`config.mk`:
```
export PLATFORM = sky130hd
export DESIGN_NAME = operand_stack
export DESIGN_NICKNAME = d
export VERILOG_FILES = /design/src/rtl/stack_pkg.sv /design/src/rtl/stack_regfile.sv /design/src/rtl/operand_stack.sv
export SDC_FILE = /design/constraint.sdc
export NUM_CORES = 1
export LEC_CHECK = 0
export BUFFER_PORTS_ARGS = -buffer_cell sky130_fd_sc_hd__buf_2
export CAP_MARGIN = 20
export CORE_MARGIN = 2
export CORE_UTILIZATION = 42
export CTS_CLUSTER_SIZE = 20
export DETAILED_ROUTE_END_ITERATION = 6
export GPL_ROUTABILITY_DRIVEN = 0
export GPL_TIMING_DRIVEN = 0
export HOLD_SLACK_MARGIN = 0.02
export PLACE_DENSITY = 0.64
export SYNTH_ARGS = -nofsm -noshare
export SYNTH_HDL_FRONTEND = slang
export SYNTH_SLANG_ARGS = --single-unit
```
`constraint.sdc`:
```
create_clock -name clk -period 4.1 [get_ports clk]
set_input_delay 0.205 -clock clk [delete_from_list [all_inputs] [get_ports clk]]
set_output_delay 0.205 -clock clk [all_outputs]
set_load 0.005 [all_outputs]
```
`src/rtl/stack_pkg.sv`:
```
// Shared constants for the operand stack: default sizes and operation encodings.
package stack_pkg;

  localparam int WIDTH_DEF = 8;
  localparam int DEPTH_DEF = 16;

  localparam logic [2:0] OP_NONE = 3'd0;
  localparam logic [2:0] OP_PUSH = 3'd1;
  localparam logic [2:0] OP_POP  = 3'd2;
  localparam logic [2:0] OP_TOS  = 3'd3;
  localparam logic [2:0] OP_REPL = 3'd4;

  // push+pop collapses to a replace-top; tos loses to either push or pop
  function automatic logic [2:0] decode_op(input logic push, input logic pop, input logic tos);
    logic [2:0] op;
    if (push && pop)  op = OP_REPL;
    else if (push)    op = OP_PUSH;
    else if (pop)     op = OP_POP;
    else if (tos)     op = OP_TOS;
    else              op = OP_NONE;
    return op;
  endfunction

endpackage

```
`src/rtl/stack_regfile.sv`:
```
// Stack storage: one synchronous write port, one asynchronous read port, no reset.
module stack_regfile #(
  parameter int WIDTH = 8,
  parameter int DEPTH = 16,
  parameter int AW    = $clog2(DEPTH)
) (
  input  logic             clk,
  input  logic             we,
  input  logic [AW-1:0]    waddr,
  input  logic [WIDTH-1:0] wdata,
  input  logic [AW-1:0]    raddr,
  output logic [WIDTH-1:0] rdata
);

  logic [WIDTH-1:0] mem_q [DEPTH];

  always_ff @(posedge clk) begin
    if (we) mem_q[waddr] <= wdata;
  end

  assign rdata = mem_q[raddr];

endmodule

```
`src/rtl/operand_stack.sv`:
```
// LIFO operand store: pointer/flag control, op decode and the registered d_out result.
module operand_stack
  import stack_pkg::*;
#(
  parameter int WIDTH = WIDTH_DEF,
  parameter int DEPTH = DEPTH_DEF
) (
  input  logic                     clk,
  input  logic                     rst,
  input  logic                     push,
  input  logic                     pop,
  input  logic                     tos,
  input  logic [WIDTH-1:0]         d_in,
  input  logic                     err_clr,
  output logic [WIDTH-1:0]         d_out,
  output logic [$clog2(DEPTH):0]   depth,
  output logic                     empty,
  output logic                     full,
  output logic                     ovf_err,
  output logic                     unf_err
);

  localparam int PW = $clog2(DEPTH);
  localparam logic [PW:0] SP_ONE  = (PW+1)'(1);
  localparam logic [PW:0] SP_FULL = (PW+1)'(DEPTH);

  logic [PW:0]      sp_q, sp_d;
  logic [WIDTH-1:0] d_out_q, d_out_d;
  logic             ovf_q, ovf_d;
  logic             unf_q, unf_d;

  logic [2:0]       op;
  logic [PW:0]      sp_m1;
  logic [PW-1:0]    top_idx;
  logic             we;
  logic [PW-1:0]    waddr;
  logic [WIDTH-1:0] rdata;

  assign empty   = (sp_q == '0);
  assign full    = (sp_q == SP_FULL);
  assign sp_m1   = sp_q - SP_ONE;
  assign top_idx = sp_m1[PW-1:0];

  always_comb begin
    op      = decode_op(push, pop, tos);
    sp_d    = sp_q;
    d_out_d = d_out_q;
    ovf_d   = ovf_q & ~err_clr;
    unf_d   = unf_q & ~err_clr;
    we      = 1'b0;
    waddr   = sp_q[PW-1:0];
    case (op)
      OP_PUSH: begin
        if (full) begin
          ovf_d = 1'b1;
        end else begin
          we   = 1'b1;
          sp_d = sp_q + SP_ONE;
        end
      end
      OP_POP: begin
        if (empty) begin
          d_out_d = '0;
          unf_d   = 1'b1;
        end else begin
          d_out_d = rdata;
          sp_d    = sp_m1;
        end
      end
      OP_TOS: begin
        if (empty) begin
          d_out_d = '0;
          unf_d   = 1'b1;
        end else begin
          d_out_d = rdata;
        end
      end
      OP_REPL: begin
        // An empty stack has no top to replace, so this degrades to a plain push
        if (empty) begin
          we    = 1'b1;
          sp_d  = sp_q + SP_ONE;
          unf_d = 1'b1;
        end else begin
          we      = 1'b1;
          waddr   = top_idx;
          d_out_d = rdata;
        end
      end
      default: ;
    endcase
  end

  always_ff @(posedge clk) begin
    if (rst) begin
      sp_q    <= '0;
      d_out_q <= '0;
      ovf_q   <= 1'b0;
      unf_q   <= 1'b0;
    end else begin
      sp_q    <= sp_d;
      d_out_q <= d_out_d;
      ovf_q   <= ovf_d;
      unf_q   <= unf_d;
    end
  end

  // The write is gated by rst so a push coinciding with reset leaves the array untouched
  stack_regfile #(
    .WIDTH (WIDTH),
    .DEPTH (DEPTH),
    .AW    (PW)
  ) u_regfile (
    .clk   (clk),
    .we    (we & ~rst),
    .waddr (waddr),
    .wdata (d_in),
    .raddr (top_idx),
    .rdata (rdata)
  );

  assign d_out   = d_out_q;
  assign depth   = sp_q;
  assign ovf_err = ovf_q;
  assign unf_err = unf_q;

endmodule

```
==> results.cfg <==
[logic_synthesis]
syn_area_um2 = 5890
synth_edf_count = 128
synthesis.nets = 339
synth_ff_type = edfxtp_1
synth_cells = 322
synthDistinctLibCells = 48
synth_seq_cells = 143
ys.warnings.count = 0
synth.avg_cell_area_um2 = 18.3
async_flop_share_pct = 0
yosysSeqAreaShare_pct = 70.4

[flow_run]
drv_cap = 0

[floorplan]
core_um2 = 13800
rows = 43
die_h_um = 122
initial_core_util_pct = 42.8
fp.dieW_um = 122
io_pins = 31
dieArea_um2 = 15000

[drt]
vias_per_cell = 5.74
ant_nets = 0
wl_per_cell_um = 22.3
drt_iter0_drc = 262
drt-total-wl_um = 12600
drcViolationCount = 0
first_pass_iters = 5
dr_total_vias = 3241

[setup_path]
critPathCaptureType = register
crit_fanout = 11
critPathArrivalTime_ps = 4080
worst_ep_required_time_ps = 4150
critPathKind = reg2reg
cp-start-kind = register

[global_routing]
antenna_found_initial = 0
grt_pass1_wl_um = 18800
grt_usage_pct = 18.0
grt_start_max_net_pins = 17
grt-ovfl-total = 0
grt_pass1_vias = 3222

[timing]
max_freq_ghz = 0.248
drv_slew = 0
final.setup_skew_ps = 9.15
rsz0062_at_grt = yes
finalHoldViolations = 0
max-slew-margin-rel_pct = 32.5
worst_slew_pin_slew_ps = 1010
post-route-min-period_ps = 4030
period_share_pct = 98.3
setup_viol = 0

[clocking]
cts_tree = yes
clock_latency_ps = 410
cts.path.max_buffers = 2
cts_sinks = 143
cts.reportedPaths.clkPinSlew_ps = 60
cts_max_level = 4
numCtsBuffers = 17
cts_hold_repair.buffers = 0
root_buffer = clkbuf_16

[final_layout]
fin_cells = 565
final_util_pct = 51.6
drive_gt1_share_pct = 32.5
seq_area_um2 = 4140
fill_cells = 1121
final_nets = 389
antenna_cells = 0
stdcell_area_um2 = 7110
multi_input_area_um2 = 1740
layout_commonest_cell = edfxtp_1
syn_to_final_growth_pct = 20.7
final_cell_mix = 128 x edfxtp_1, 35 x buf_2, 24 x mux4_2

[placed_design]
dpl-instance-area_um2 = 6280
numPortBuffers = 29
placed_cells = 531
dp_hpwl_um = 7780

[status]
status = finished, final reports clean

[power_and_ir_drop]
p_leak_nw = 2.41
ir_worst_vdd_uv = 331
p_per_area_nw_per_um2 = 643

[worst_hold_path]
hold_path_class = in2reg
-- worst max-delay path, cell delays in order (launching register included) --
cell and delay, ps:
dfxtp_1 340, buf_2 300, buf_2 280, inv_1 200, clkbuf_2 290, ha_2 250, nor3b_1 180, a311oi_1 650
o221ai_1 560, nor2_2 600
-- state kept, by name, indices dropped and copies added (netlist names) --
name	count
d_out	8
depth	5
ovf_err	1
u_regfile.mem_q	128
unf_err	1
-- area by class of cell --
| type | instances | share of cell area (%) |
|---|---|---|
| sequential | 143 | 58.3 |
| tap | 180 | 3.17 |
| clock buffer | 22 | 6.67 |
| inverter | 7 | 0.370 |
| multi-input combinational | 154 | 24.4 |
| timing repair buffer | 32 | 2.89 |
| buffer | 17 | 1.28 |
| clock inverter | 10 | 2.90 |
-- metrics by stage --
step | setup slack (ps) | hold WS (ps) | setup TNS [ps] | power (W)
floorplan | 757 | 304 | 0 | 0.00248
global placement | -891 | 463 | -53220 | 0.00278
detailed placement | -448 | 483 | -40270 | 0.00280
CTS | -131 | 127 | -3330 | 0.00457
global route | -111 | 152 | -3380 | 0.00475
finish | 71.3 | 138 | 0 | 0.00458
-- cells in the mapped netlist, drive strengths merged, types with 2 or more instances --
| cell type | count | share of area, % |
|---|---|---|
| dfxtp | 15 | 5.1 |
| o31ai | 3 | 0.38 |
| a32oi | 2 | 0.30 |
| a21oi | 7 | 0.66 |
| or4 | 3 | 0.38 |
| nor2 | 17 | 1.1 |
| nand3 | 3 | 0.25 |
| buf | 10 | 1.1 |
| mux2i | 10 | 1.7 |
| mux2 | 9 | 1.7 |
| and4 | 2 | 0.30 |
| nor4 | 3 | 0.32 |
| xor2 | 2 | 0.43 |
| mux4 | 32 | 13 |
| nand2 | 7 | 0.45 |
| ha | 3 | 0.64 |
| inv | 7 | 0.45 |
| a31oi | 4 | 0.42 |
| edfxtp | 128 | 65 |
| o2111ai | 2 | 0.30 |
| a221o | 8 | 1.4 |
| clkbuf | 8 | 0.51 |
| a311oi | 2 | 0.30 |
| and2 | 5 | 0.53 |
| nand2b | 2 | 0.21 |
| nor3 | 15 | 1.4 |
-- what timing repair did --
item | 4_1_cts | 5_1_grt
pin swaps | 1 | 3
hold endpoints to repair | 0 | 0
buffers inserted | 0 | 3
endpoints found under the setup margin | 136 | 135
gates resized for setup | 18 | 7
-- cell families after synthesis --
group / after synthesis / share of synthesized area, %
adder cells (fa/ha/maj): 3 / 0.637
AND/OR/NAND/NOR: 62 / 5.55
buffers and inverters: 25 / 2.04
XOR/XNOR: 3 / 0.574
multiplexers: 51 / 16.2
AO/OA/AOI/OAI: 35 / 4.67
flip-flops: 143 / 70.4
-- routing by layer --
metal  GRT usage [%]  vias to the layer above  wire, µm
met1            23.4                     1659      5440
met2            29.2                      120      6270
met5               0                        -         0
li1                -                     1440         -
met4            7.69                        0       254
met3            4.14                       22       639
-- report_power, final --
| group | switching (W) | internal [W] |
|---|---|---|
| Combinational | 0.000612 | 0.000505 |
| Sequential | 0.0000377 | 0.00167 |
| Clock | 0.000563 | 0.00119 |
-- path summary, 6_finish.rpt --
| path | startpoint | to | slack, ps | cells past startpoint |
|---|---|---|---|---|
| max | depth[0] | u_regfile.mem_q[14][0] | 70 | 9 |
| min | err_clr | ovf_err | 140 | 4 |
| max reg2reg | depth[0] | u_regfile.mem_q[14][0] | 70 | 9 |
| min reg2reg | d_out[6] | d_out[6] | 490 | 1 |
Note: power is estimated with default switching activity, not from simulation.
